## src/rtl/byte_capture_fifo_if.sv

```systemverilog
// Byte capture FIFO bundle: producer handshake, consumer handshake and status.
// The master side drives the stream and clears overflow; the slave side is the FIFO.
interface byte_capture_fifo_if #(
    parameter int DEPTH = 16
);
    logic [7:0]              in_data;
    logic                    in_valid;
    logic                    in_ready;
    logic [7:0]              out_data;
    logic                    out_valid;
    logic                    out_ready;
    logic [$clog2(DEPTH):0]  count;
    logic                    overflow;
    logic                    clr_ovf;

    modport master (
        output in_data, in_valid, out_ready, clr_ovf,
        input  in_ready, out_data, out_valid, count, overflow
    );

    modport slave (
        input  in_data, in_valid, out_ready, clr_ovf,
        output in_ready, out_data, out_valid, count, overflow
    );
endinterface

```

## src/rtl/byte_capture_fifo.sv

```systemverilog
// Captures a registered byte stream into a FWFT FIFO, optionally storing only value changes.
// Latency: a written byte appears on out_data one cycle after the accepting edge.
// Backpressure: in_ready drops when full (state-derived only); pushes while full are dropped and flagged.
module byte_capture_fifo #(
    parameter int DEPTH       = 16,
    parameter bit CHANGE_ONLY = 1'b0
) (
    input  logic               clock,
    input  logic               reset,
    byte_capture_fifo_if.slave bus
);
    localparam int AW = $clog2(DEPTH);
    localparam int CW = AW + 1;

    logic [7:0]    mem [DEPTH];
    logic [AW-1:0] wr_ptr;
    logic [AW-1:0] rd_ptr;
    logic [CW-1:0] count_q;
    logic          ovf_q;
    logic [7:0]    last_byte;
    logic          last_vld;

    logic in_ready;
    logic out_valid;
    logic keep;
    logic accept;
    logic pop;

    assign in_ready  = (count_q != CW'(DEPTH));
    assign out_valid = (count_q != '0);

    // An equal byte is suppressed silently; the first byte after reset always passes.
    assign keep   = CHANGE_ONLY ? (!last_vld || (bus.in_data != last_byte)) : 1'b1;
    assign accept = bus.in_valid && in_ready && keep;
    assign pop    = out_valid && bus.out_ready;

    assign bus.in_ready  = in_ready;
    assign bus.out_valid = out_valid;
    assign bus.out_data  = mem[rd_ptr];
    assign bus.count     = count_q;
    assign bus.overflow  = ovf_q;

    always_ff @(posedge clock) begin
        if (accept) begin
            mem[wr_ptr] <= bus.in_data;
        end
    end

    always_ff @(posedge clock or negedge reset) begin
        if (!reset) begin
            wr_ptr    <= '0;
            rd_ptr    <= '0;
            count_q   <= '0;
            ovf_q     <= 1'b0;
            last_byte <= '0;
            last_vld  <= 1'b0;
        end else begin
            if (accept) begin
                wr_ptr    <= wr_ptr + AW'(1);
                last_byte <= bus.in_data;
                last_vld  <= 1'b1;
            end
            if (pop) begin
                rd_ptr <= rd_ptr + AW'(1);
            end
            case ({accept, pop})
                2'b10:   count_q <= count_q + CW'(1);
                2'b01:   count_q <= count_q - CW'(1);
                default: count_q <= count_q;
            endcase
            // A fresh overflow event takes priority over a clear in the same cycle.
            if (bus.in_valid && !in_ready) begin
                ovf_q <= 1'b1;
            end else if (bus.clr_ovf) begin
                ovf_q <= 1'b0;
            end
        end
    end
endmodule
```

## src/flat_wrapper.sv

```systemverilog
// flat-port wrapper written by rule: the top's interface ports become plain ports
module byte_capture_fifo_flat 
#(
    parameter int DEPTH       = 16,
    parameter bit CHANGE_ONLY = 1'b0
)
  (clock, reset, bus_in_data, bus_in_valid, bus_out_ready, bus_clr_ovf, bus_in_ready, bus_out_data, bus_out_valid, bus_count, bus_overflow);
  byte_capture_fifo_if #(.DEPTH(DEPTH)) bus_i ();
  input  logic clock;
  input  logic reset;
  input wire logic [$bits(bus_i.in_data)-1:0] bus_in_data;
  input wire logic [$bits(bus_i.in_valid)-1:0] bus_in_valid;
  input wire logic [$bits(bus_i.out_ready)-1:0] bus_out_ready;
  input wire logic [$bits(bus_i.clr_ovf)-1:0] bus_clr_ovf;
  output wire logic [$bits(bus_i.in_ready)-1:0] bus_in_ready;
  output wire logic [$bits(bus_i.out_data)-1:0] bus_out_data;
  output wire logic [$bits(bus_i.out_valid)-1:0] bus_out_valid;
  output wire logic [$bits(bus_i.count)-1:0] bus_count;
  output wire logic [$bits(bus_i.overflow)-1:0] bus_overflow;
  assign bus_i.in_data = bus_in_data;
  assign bus_i.in_valid = bus_in_valid;
  assign bus_i.out_ready = bus_out_ready;
  assign bus_i.clr_ovf = bus_clr_ovf;
  assign bus_in_ready = bus_i.in_ready;
  assign bus_out_data = bus_i.out_data;
  assign bus_out_valid = bus_i.out_valid;
  assign bus_count = bus_i.count;
  assign bus_overflow = bus_i.overflow;
  byte_capture_fifo #(.DEPTH(DEPTH), .CHANGE_ONLY(CHANGE_ONLY)) u_core (.clock(clock), .reset(reset), .bus(bus_i));
endmodule
```

## config.mk

```make
export PLATFORM = sky130hd
export DESIGN_NAME = byte_capture_fifo_flat
export DESIGN_NICKNAME = d
export VERILOG_FILES = /design/src/rtl/byte_capture_fifo_if.sv /design/src/rtl/byte_capture_fifo.sv /design/src/flat_wrapper.sv
export SDC_FILE = /design/constraint.sdc
export NUM_CORES = 1
export LEC_CHECK = 0
export BUFFER_PORTS_ARGS = -buffer_cell sky130_fd_sc_hd__buf_2
export CORE_MARGIN = 2
export CORE_UTILIZATION = 60
export CTS_CLUSTER_DIAMETER = 60
export DETAILED_ROUTE_END_ITERATION = 10
export MAX_ROUTING_LAYER = met4
export PLACE_DENSITY = 0.76
export SYNTH_ARGS = -nofsm -noshare
export SYNTH_HDL_FRONTEND = slang
export SYNTH_SLANG_ARGS = --single-unit
```

## constraint.sdc

```tcl
create_clock -name clock -period 8 [get_ports clock]
set_clock_uncertainty 0.15 [all_clocks]
set_input_delay 0.4 -clock clock [delete_from_list [all_inputs] [get_ports clock]]
set_output_delay 0.4 -clock clock [all_outputs]
set_load 0.02 [all_outputs]
```

==> results by group <==
Clock tree
  • # H-tree levels: 4
  • Clk root buf: clkbuf_8
  • Total CTS buffers: 17
  • Skew-Pair Late Insertion Delay: 0.52 ns
  • TritonCTS clock tree: built
  • Clock sinks: 142
  • Resize count post-CTS: 0
  • Clock transition at the registers of the reported paths: 0.07 ns
  • Clock buffer depth: 2

Logic synthesis
  • Yosys top cell area share: 0.658
  • Synthesized area per cell: 17.4 um2
  • Seq cells post-synth: 142
  • Post-synth EDFFs: 128
  • Post-Synth Adder-Cell Area: 0.0227
  • Compound-Gate Fraction of Synth Area: 0.0504
  • Sequential fraction of the synthesis area: 0.718
  • Synth Area in XOR/XNOR: 0.0150
  • Fraction of registers with async set/reset: 0.0986
  • Post-Syn Area: 0.00584 mm2
  • Top post-synthesis cells by area: edfxtp_1, mux4_2, dfrtp_1
  • Net Count, Synth: 358
  • Synth Instances: 335
  • Top_reg_cell synth: edfxtp_1
  • Cell type with the largest total area after synthesis: edfxtp_1
  • Distinct cells, synth: 34
  • Multiplexer share of the synthesized area: 0.123
  • Yosys warning count: 0
  • Largest family of logic cells by synthesized area: multiplexers
  • Simple-Gate Fraction of Synth Area: 0.0439

Global route
  • Met3 usage: 0.0515
  • Initial antenna violation count: 0
  • Largest net degree at the start of global routing: 52
  • Number of global-route vias before repair: 2968
  • Global Route Usage Sum: 0.230
  • Grt met1 use: 0.324
  • First-pass GRT wire length: 16.6 mm
  • Total gr overflow: 0
  • Most used routing layer in global routing: met2
  • GR Util met2: 0.334

Timing
  • Fin. Hold Viols: 0
  • Final Cycle Share: 0.427
  • Slew HR: 0.361
  • Final setup viols: 0
  • Setup TNS: 0 ns
  • Pins Over Slew Limit: 0
  • RSZ-0062 raised after global routing: false
  • Tightest Pin Transition: 0.958 ns
  • Fmax: 293 MHz
  • Min cycle time layout: 3.41 ns

Setup path
  • Worst Setup End Kind: output port
  • Worst-path cell chain: nor2b_1 > buf_4 > a221oi_1 > o21ai_0 > nand2_1 > buf_2
  • Worst R2R Setup Slack: 4.92 ns
  • Worst reg2reg path endpoint: u_core.bus.count[4]
  • Worst setup SP type: flop
  • Crit path max-delay cell type: dfrtp_1
  • CP Max Fanout: 21
  • CP startpoint: u_core.rd_ptr[1]
  • Worst EP required: 7.45 ns
  • Worst path max stage delay: 0.97 ns
  • R2r startpoint: u_core.bus.count[1]
  • Worst Reg-to-Reg Cells: 12
  • CP endpoint: bus_out_data[7]
  • Kind of critical path: reg -> out
  • CP arrival: 2.86 ns

Pwr
  • P per Cell Area: 377 mW/mm2
  • Max rail drop VDD: 178 uV
  • Leak: 2.36 nW

Route
  • Final ANT Viol Nets: 0
  • Drt first pass iters: 6
  • Routed len/inst: 20.4 um
  • Via density: 5.88
  • Via count: 3054
  • DRT Wirelength: 10.6 mm
  • DR iter-0 viols: 229
  • DRC Markers: 0

Floorplan
  • # rows: 36
  • Die X: 103 um
  • I/O pin count: 29
  • Die Span Y: 103 um
  • Initial core utilization: 0.609
  • Core area: 0.00959 mm2
  • Die area: 0.0105 mm2

Placement
  • Number of port buffers: 28
  • GP Congestion: 0.879
  • Post-DP HPWL: 6.84 mm
  • Placed Instance Area: 0.00606 mm2

Layout
  • # nets final: 396
  • Number of diodes: 0
  • Syn-to-layout area delta: 13.8%
  • Final Cell Area: 0.00665 mm2
  • Share of cells above drive strength 1: 0.251

Hold path
  • Hold crit path type: in -> reg
  • Hold Crit Depth: 3

Flow run
  • Max-Cap Viols: 0

Status
  • Status: finished clean
[through the flow]
step           std cells  total power, W  utilization  hold WS, ns  setup WS [ns]
6_report             519         0.00250        0.693       0.0874           4.59
3_5_place_dp         484         0.00179        0.632        0.163           4.91
4_1_cts              519         0.00251        0.693       0.0777           4.56
3_3_place_gp         484         0.00177        0.632        0.160           5.03
5_1_grt              519         0.00263        0.693       0.0822           4.33
2_1_floorplan        335         0.00159            -      -0.0456           4.88
[sequential cells by signal, indices dropped and copies added (netlist names)]
signal / cells
u_core.mem: 128
u_core.rd_ptr: 4
u_core.bus.count: 5
u_core.bus.overflow: 1
u_core.wr_ptr: 4
[layout make-up]
cell class | instances | area [um2]
clock inverters | 15 | 139
multi-input cells | 167 | 1490
flip-flops and latches | 142 | 4200
clock buffers | 17 | 414
inverters | 8 | 30.0
well taps | 133 | 166
repair buffers | 37 | 215
fillers | 625 | 2950
[power breakdown]
part / internal, W / switching [W] / leakage (nW)
sequential: 0.000912 / 0.000102 / 1.32
clock: 0.000397 / 0.000331 / 0.269
combinational: 0.000319 / 0.000441 / 0.767
[layout by cell type (no fill, tap or decap), types with 2 or more instances in the layout]
master,netlist,layout
o21ai_0,21,21
buf_4,1,6
a21oi_1,10,10
xor2_1,3,3
nand2b_1,2,2
mux2_2,8,8
mux2i_1,25,25
nor2_1,12,12
inv_1,8,8
nand3_1,3,3
inv_6,0,5
and2_1,2,2
nand2_1,18,18
clkbuf_16,0,16
inv_8,0,6
xnor2_1,7,7
a22oi_1,8,8
nor2b_1,2,2
edfxtp_1,128,128
mux4_2,16,16
a221oi_1,8,8
ha_1,9,9
nor3_1,4,4
clkinvlp_4,0,2
dfrtp_1,14,13
dlygate4sd3_1,0,3
buf_2,4,28
[worst min-delay path by stage]
stage,end,from,slack [ns]
floorplan,u_core.bus.count[0],reset,-0.05
global placement,u_core.bus.count[2],reset,0.16
detailed placement,u_core.bus.count[2],reset,0.16
CTS,u_core.rd_ptr[0],bus_out_ready,0.08
global route,u_core.rd_ptr[0],bus_out_ready,0.08
finish,u_core.rd_ptr[0],bus_out_ready,0.09
[metal layers]
layer  wire [um]  part of all wire
met5           0                 0
met4         148             0.014
met3         519             0.049
met2        5200              0.49
met1        4730              0.45
[worst max-delay path, delay by kind of cell, from the launching register on]
| family | cells | cell delay (ns) |
|---|---|---|
| buffers and inverters | 2 | 0.44 |
| AND/OR/NAND/NOR | 2 | 0.43 |
| flip-flops | 1 | 0.97 |
| AO/OA/AOI/OAI | 2 | 0.49 |
[cells in the mapped netlist (4+ instances only)]
cell	number
mux4_2	16
dfrtp_1	14
mux2_2	8
a221oi_1	8
buf_2	4
mux2i_1	25
o21ai_0	21
a22oi_1	8
nand2_1	18
clkbuf_1	5
inv_1	8
nor3_1	4
ha_1	9
a21oi_1	10
buf_6	7
nor2_1	12
xnor2_1	7
edfxtp_1	128
[cell families after synthesis]
kind of cell / Yosys count
AO/OA/AOI/OAI: 48
XOR/XNOR: 10
adder cells (fa/ha/maj): 10
buffers and inverters: 26
flip-flops: 142
multiplexers: 50
AND/OR/NAND/NOR: 49
[repair_timing]
action,CTS,global route
setup buffers,0,0
hold endpoints to repair,15,0
hold buffers,3,0
Power figures use the tool's default switching activity.
